**config.mk**
```make
export PLATFORM = sky130hd
export DESIGN_NAME = bit_debouncer
export DESIGN_NICKNAME = d
export VERILOG_FILES = /design/src/rtl/bit_debouncer_pkg.sv /design/src/rtl/bit_debouncer_edge_pulse.sv /design/src/rtl/bit_debouncer.sv
export SDC_FILE = /design/constraint.sdc
export NUM_CORES = 1
export LEC_CHECK = 0
export CORE_ASPECT_RATIO = 1.2
export CORE_UTILIZATION = 48
export DETAILED_ROUTE_END_ITERATION = 10
export GPL_TIMING_DRIVEN = 0
export PLACE_DENSITY = 0.75
export SLEW_MARGIN = 15
export SYNTH_ARGS = -nofsm -noshare
export SYNTH_HDL_FRONTEND = slang
export SYNTH_HIERARCHICAL = 1
export SYNTH_SLANG_ARGS = --single-unit
```
**constraint.sdc**
```tcl
create_clock -name clk_in -period 1.9 [get_ports clk_in]
set_input_delay 0.285 -clock clk_in [delete_from_list [all_inputs] [get_ports clk_in]]
set_output_delay 0.285 -clock clk_in [all_outputs]
set_load 0.01 [all_outputs]
```
**src/rtl/bit_debouncer_pkg.sv**
```systemverilog
// Shared types and defaults for the bit debouncer family.
// One package keeps every debouncer instance on the same timing default.
package bit_debouncer_pkg;

    typedef enum logic {
        STABLE  = 1'b0,
        PENDING = 1'b1
    } db_state_t;

    // 1 ms at the 1 MHz board clock
    localparam int unsigned DEF_STABLE_CYCLES = 1000;

endpackage

```
**src/rtl/bit_debouncer_edge_pulse.sv**
```systemverilog
// Registered rise/fall detector for the debounced level.
// Compares the level about to be stored against the current one.
module bit_debouncer_edge_pulse (
    input  logic clk_in,
    input  logic rst_n_in,
    input  logic level,
    input  logic level_nxt,
    output logic rise_out,
    output logic fall_out
);

    always_ff @(posedge clk_in or negedge rst_n_in) begin
        if (!rst_n_in) begin
            rise_out <= 1'b0;
            fall_out <= 1'b0;
        end else begin
            rise_out <= level_nxt & ~level;
            fall_out <= ~level_nxt & level;
        end
    end

endmodule

```
**src/rtl/bit_debouncer.sv**
```systemverilog
// Debouncer for a single bit already synchronous to clk_in.
// Emits a stable level, edge pulses and a saturating event count.
module bit_debouncer
    import bit_debouncer_pkg::*;
#(
    parameter int unsigned STABLE_CYCLES = DEF_STABLE_CYCLES,
    parameter logic        INIT_LEVEL    = 1'b0,
    parameter int unsigned EVT_WIDTH     = 16
) (
    input  logic                 clk_in,
    input  logic                 rst_n_in,
    input  logic                 bit_in,
    input  logic                 clr_in,
    output logic                 level_out,
    output logic                 rise_out,
    output logic                 fall_out,
    output logic [EVT_WIDTH-1:0] evt_count
);

    localparam int unsigned CNT_WIDTH = $clog2(STABLE_CYCLES + 1);
    localparam logic [CNT_WIDTH-1:0] CNT_LAST = CNT_WIDTH'(STABLE_CYCLES - 1);

    db_state_t            state_q;
    db_state_t            state_d;
    logic [CNT_WIDTH-1:0] cnt_q;
    logic [CNT_WIDTH-1:0] cnt_d;
    logic [CNT_WIDTH-1:0] cnt_base;
    logic                 match;
    logic                 done;
    logic                 accept;
    logic                 level_d;

    always_ff @(posedge clk_in or negedge rst_n_in) begin
        if (!rst_n_in) begin
            state_q   <= STABLE;
            cnt_q     <= '0;
            level_out <= INIT_LEVEL;
        end else begin
            state_q   <= state_d;
            cnt_q     <= cnt_d;
            level_out <= level_d;
        end
    end

    // Only a PENDING run carries a partial count.
    always_comb begin
        match    = (bit_in == level_out);
        cnt_base = (state_q == PENDING) ? cnt_q : '0;
        done     = (cnt_base == CNT_LAST);
        state_d  = (match || done) ? STABLE : PENDING;
    end

    always_comb begin
        accept  = !match && done;
        cnt_d   = (match || done) ? '0 : cnt_base + CNT_WIDTH'(1);
        level_d = accept ? bit_in : level_out;
    end

    always_ff @(posedge clk_in or negedge rst_n_in) begin
        if (!rst_n_in) begin
            evt_count <= '0;
        end else if (clr_in) begin
            evt_count <= '0;
        end else if (accept && !(&evt_count)) begin
            evt_count <= evt_count + EVT_WIDTH'(1);
        end
    end

    bit_debouncer_edge_pulse u_edge (
        .clk_in    (clk_in),
        .rst_n_in  (rst_n_in),
        .level     (level_out),
        .level_nxt (level_d),
        .rise_out  (rise_out),
        .fall_out  (fall_out)
    );

endmodule

```
# Word level (Yosys, flattened, before mapping)
# Cells that the tools add are included.
# totals
in_bits,4
out_inout_bits,19
elab_cells,27
regBits,30
# op_classes
reduce_logical,7
bitwise,4
mux,6
addsub,2
n_eq_ne,2
# op_table
cell,n
$mux 16,2
$mux 10,2
$add 16x1->16 const B,1
$reduce_and 16->1,1
$add 10x1->10 const B,1
$eq 10x10->1 const B,1
$and 1x1->1,2
$logic_and 1x1->1,2
$logic_not 1->1,2
$mux 1,2
$not 1->1,2
$reduce_bool 2->1,1
$eq 1x1->1,1
$logic_or 1x1->1,1

# Logic depth before layout (Yosys ltp)
# depth
depth_word,6
mapped_depth,8
mapped_depth_nobuf,7

# By module
# The synthesis kept the hierarchy.
# by_module_without_submodules
mod,seq_area_each_um2,n_inst,cells_each,area_each_um2
bit_debouncer,700.7,1,154,1516.5
bit_debouncer_edge_pulse,50.0,1,4,65.1

# Worst setup path after synthesis
# No wires, ideal clock.
# synth_path
path_type,register to register
start,reg state_q
end,reg evt_count[11]
t_arrival_ps,1853
required_ps,1775
path_stages_with_launch,8
synth_period_minus_slack_ps,1978
setup_slack_ps,-78
path_buffers,0
setup_ps,125
path_cell_list,dfrtp_1 > and2_1 > ha_1 > nand4_1 > nor4_4 > o21ai_4 > nor4b_2 > mux2_2
# synth_via
elab_chain_len,5
# synth_lines
item,line_no,text
"start, declared",bit_debouncer.sv:23,db_state_t state_q;
"start signal, assigned",bit_debouncer.sv:39,state_q <= state_d;
$mux 10,bit_debouncer.sv:48,cnt_base = (state_q == PENDING) ? cnt_q : '0;
$eq 10x10->1,bit_debouncer.sv:49,done = (cnt_base == CNT_LAST);
$logic_and 1x1->1,bit_debouncer.sv:54,accept = !match && done;
$logic_and 1x1->1,bit_debouncer.sv:64,end else if (accept && !(&evt_count)) begin
$reduce_bool 2->1 (no line),n/a,
"end signal, assigned",bit_debouncer.sv:65,evt_count <= evt_count + EVT_WIDTH'(1);
"end, declared",bit_debouncer.sv:17,output logic [EVT_WIDTH-1:0] evt_count
# No other way between the ends.
# A chain may end at the register's enable or synchronous reset.

# Final worst setup path
# layout_path
start,reg level_out
end,reg evt_count[6]
# layout_via
elab_chain_len,5
# layout_lines
item,line_no,text
"start, declared",bit_debouncer.sv:14,"output logic level_out,"
"start signal, assigned",bit_debouncer.sv:41,level_out <= level_d;
$eq 1x1->1,bit_debouncer.sv:47,match = (bit_in == level_out);
$logic_not 1->1,bit_debouncer.sv:54,
$logic_and 1x1->1,bit_debouncer.sv:54,
$logic_and 1x1->1,bit_debouncer.sv:64,
$reduce_bool 2->1 (no line),n/a,
# No other way between the ends.

==> summary by stage <==
Routing
The overall routed net length is 3.86 mm. The iteration count of the initial detailed-routing pass is 4. The detailed router placed 1353 vias in this run.

The number of DRC markers in iteration 0 is 29. The number of remaining DRC errors is 0. Once detail routing completed, the nets flagged for antenna violations numbered 0. After detailed routing, the average wire length per cell comes to around 16 um. The post-detailed-route via-to-cell ratio is 5.55.

Timing
The final hold slack is 343 ps. Once routing completed, OpenROAD measured the worst setup slack at -64.9 ps. Setup repair after global routing could not meet its margin everywhere. The maximum frequency from static timing analysis is 0.509 GHz. The final clock period utilization by the worst path is 1.03. The final sum of negative setup slack is -144 ps.

The count of endpoints failing setup in the final report is 6. At the pin with the least slew margin, the transition time is 681 ps. The relative slew slack is 0.546. The total count of hold-check failures in the final report is 0.

Subtracting the final worst setup slack from the clock period gives 1960 ps. The number of pins with negative max-slew slack in the final report is 0. The worst clock skew on the final layout is 13.4 ps.

Die
The die width is 54.4 um. The total die area is 0.00353 sq mm. In this run the count of I/O pins placed on the die edge is 23. The number of placement rows is 22.

The initial utilization of the core area, before any placement, comes to 0.508. The area of the core region is 0.00311 sq mm. The floorplan step set the die height to 64.9 um.

Min path
The tightest min-delay check is of the input port to register type.

Critical path
The critical path capture point type is a register. The endpoint arrival time on the critical path is 2200 ps. The maximum fanout along the worst path is 5. STA classifies the critical path startpoint as a register. The most critical setup path has its endpoint at evt_count[6]$_DFFE_PN0P_. The origin of the critical flop-to-flop path is level_out$_DFF_PN0_.

The setup path with the least slack is of type register to register. The launch point of the worst path is level_out$_DFF_PN0_. For the worst setup path, the data required time is 2140 ps. The register-to-register setup slack is -60 ps. The worst register-to-register path ends at evt_count[6]$_DFFE_PN0P_.

The worst register-to-register path has a depth of 6.

Synth
For this run, the register share of the synthesized area comes to 0.475. The post-synthesis instance area is 0.00158 sq mm. The warning count from the yosys run is 6.

Synthesis handed over a netlist of 158 instances. The average footprint of a synthesized cell is around 10 sq um. The number of storage elements in the synthesis netlist is 30. Yosys mapped the design onto 35 distinct sky130hd cell types. The number of nets handed over by synthesis was approximately 160.

GRT
The number of global-route vias before repair came to 1320. The most congested layer reported by global routing is met2. The leftover overflow at the end of global routing is 0. Entering global routing, the biggest net connects 31 pins. For met1 alone, demand over resource in global routing was 0.230. The met3 track demand over resource is 0.0751. The overall global routing resource usage is 0.227.

The initial antenna violation count came to 0. The wire length of the first global-routing pass is 5.56 mm. For met2 alone, demand over resource in global routing was 0.389.

Clocking
No sink is reached through more buffers than the 2 on the longest clock path. The TritonCTS clock tree is done. The count of H-tree levels built during CTS is 2. The root buffer selected by CTS is sky130_fd_sc_hd__clkbuf_4. After clock tree synthesis, the clock-pin slew on the worst setup and hold paths is 100 ps. The clock net in this run drives a total of 30 sinks.

In this run, CTS created clock tree buffers numbering 5. The clock reaches the later pin of the worst-skew pair after 340 ps.

Cells and area
For this run, the share of the core covered by cells in the final layout is 0.720. The total number of nets in the final design is 213. Leaving out fill and tap cells, the most frequent cells in the layout are 31 x sky130_fd_sc_hd__nor2_1, 23 x sky130_fd_sc_hd__dfrtp_1, 20 x sky130_fd_sc_hd__clkdlybuf4s50_1. The area growth from synthesis to final layout is 41.6%.

The total inserted antenna cells is 0. The number of cells in the finished layout apart from fillers is 244. In the final layout, the share of cells above drive strength 1 is 0.332.

The library cell used most frequently in the layout, excluding fill and tap cells, is sky130_fd_sc_hd__nor2_1.

Status
The run finished, with violations left. The checks that failed: setup timing.

Run
The number of maximum-capacitance constraint violations is 0.

Placed design
The placed cell count is 215. After legalization and detailed placement, the total HPWL measured 2.20 mm. The number of buffers inserted by port buffering is 21. Routability-driven placement finished with a final weighted congestion of 0.802.

Power and ir drop
The power density relative to cell area is 492 mW/mm^2. The worst IR drop on VDD is 0.000647 V. The total power after layout is 0.00110 W. The analysis attributes to cell leakage a power of approximately 0.92 nW.
-- repair_timing --
action / in CTS / in global routing
pin swaps: 7 / 13
hold buffers: 1 / 0
hold endpoints to repair: 30 / 0
buffers inserted: 8 / 12
setup endpoints to repair: 21 / 26
gates cloned: 1 / 0
resized for setup: 6 / 30
-- sequential cells by signal (all words and copies together) (netlist names) --
signal	count
cnt_q	10
evt_count	16
level_out	1
state_q	1
u_edge/fall_out	1
u_edge/rise_out	1
-- worst min-delay path by stage --
stage,start,endpoint,slack [ps],depth (start not counted)
CTS,clr_in,evt_count[0]$_DFFE_PN0P_,350,2
global route,clr_in,evt_count[15]$_DFFE_PN0P_,380,2
finish,clr_in,evt_count[0]$_DFFE_PN0P_,340,2
global placement,level_out$_DFF_PN0_,u_edge/rise_out$_DFF_PN0_,480,1
detailed placement,rst_n_in,evt_count[3]$_DFFE_PN0P_,350,1
floorplan,rst_n_in,cnt_q[0]$_DFF_PN0_,-10,0
-- metal layers --
layer  part of all wire  routed length, um
met1               0.39               1520
met2               0.56               2160
met3              0.024                 94
met4              0.024                 93
met5                  0                  0
-- synth_stat cells --
cell / n / area share
sky130_fd_sc_hd__o21ai_4: 1 / 0.010
sky130_fd_sc_hd__nor3_1: 7 / 0.022
sky130_fd_sc_hd__o2111ai_1: 2 / 0.011
sky130_fd_sc_hd__dfrtp_1: 30 / 0.47
sky130_fd_sc_hd__mux2_1: 2 / 0.014
sky130_fd_sc_hd__ha_1: 2 / 0.016
sky130_fd_sc_hd__nand4_1: 4 / 0.016
sky130_fd_sc_hd__xnor2_1: 7 / 0.039
sky130_fd_sc_hd__nor4b_2: 1 / 0.0095
sky130_fd_sc_hd__nand3_2: 1 / 0.0063
sky130_fd_sc_hd__mux2_2: 2 / 0.014
sky130_fd_sc_hd__nand4b_1: 2 / 0.011
sky130_fd_sc_hd__buf_1: 1 / 0.0024
sky130_fd_sc_hd__o211ai_1: 3 / 0.014
sky130_fd_sc_hd__nor4_4: 1 / 0.013
sky130_fd_sc_hd__clkbuf_1: 1 / 0.0024
sky130_fd_sc_hd__mux2i_1: 2 / 0.013
sky130_fd_sc_hd__nor2b_1: 4 / 0.016
sky130_fd_sc_hd__nor3b_1: 1 / 0.0047
sky130_fd_sc_hd__buf_4: 1 / 0.0047
sky130_fd_sc_hd__inv_1: 4 / 0.0095
sky130_fd_sc_hd__a21oi_1: 1 / 0.0032
sky130_fd_sc_hd__xor2_1: 12 / 0.066
sky130_fd_sc_hd__or3_1: 2 / 0.0079
sky130_fd_sc_hd__or2_2: 2 / 0.0079
sky130_fd_sc_hd__nand2_1: 12 / 0.028
sky130_fd_sc_hd__nand3_1: 6 / 0.019
sky130_fd_sc_hd__o21ai_0: 2 / 0.0063
sky130_fd_sc_hd__buf_6: 2 / 0.014
sky130_fd_sc_hd__and2b_2: 1 / 0.0055
sky130_fd_sc_hd__and3_1: 2 / 0.0079
sky130_fd_sc_hd__and2_1: 3 / 0.012
sky130_fd_sc_hd__nand4_2: 2 / 0.016
sky130_fd_sc_hd__nor2_1: 31 / 0.074
sky130_fd_sc_hd__o211ai_2: 1 / 0.0079
-- power breakdown --
group          leakage [nW]  total [W]  switching [W]  internal, W
Sequential            0.404   0.000645     0.00000328     0.000642
Clock                0.0353   0.000411       0.000232     0.000179
Combinational         0.480  0.0000454      0.0000313    0.0000142
-- cell families (layout without fill, tap and decap cells) --
family | count (synthesis) | after routing | share of synthesized area
AOI/OAI and AO/OA | 10 | 10 | 0.0530
xor gates and xnor gates | 19 | 19 | 0.105
adders and majority gates | 2 | 2 | 0.0158
buffers and inverters | 9 | 59 | 0.0332
DFF | 30 | 30 | 0.475
muxes | 6 | 6 | 0.0411
and+or+nand+nor | 82 | 82 | 0.277
-- through the flow --
step                worst slack (ps)  instance area (sq um)
floorplan                      -57.6                   1600
global placement                -464                   1860
detailed placement              -509                   1850
CTS                            -91.8                   2010
global route                    -189                   2240
finish                         -64.9                   2240
-- area by class of cell --
cell class,count,area [sq um]
well taps,36,45.0
multi-input cells,119,938
repair buffers,43,392
flip-flops and latches,30,759
clock buffers,7,55.1
plain buffers,4,30.0
fillers,227,871
clock inverters,1,5.00
inverters,4,15.0
-- worst max-delay path, stage by stage, from the launching register on --
cell                       delay [ps]
sky130_fd_sc_hd__dfrtp_1          470
sky130_fd_sc_hd__xnor2_2          240
sky130_fd_sc_hd__nor4_4           390
sky130_fd_sc_hd__buf_4            210
sky130_fd_sc_hd__o211ai_2         100
sky130_fd_sc_hd__nor2_1           140
sky130_fd_sc_hd__mux2_4           310
No activity file was read; power rests on OpenSTA's default activity.
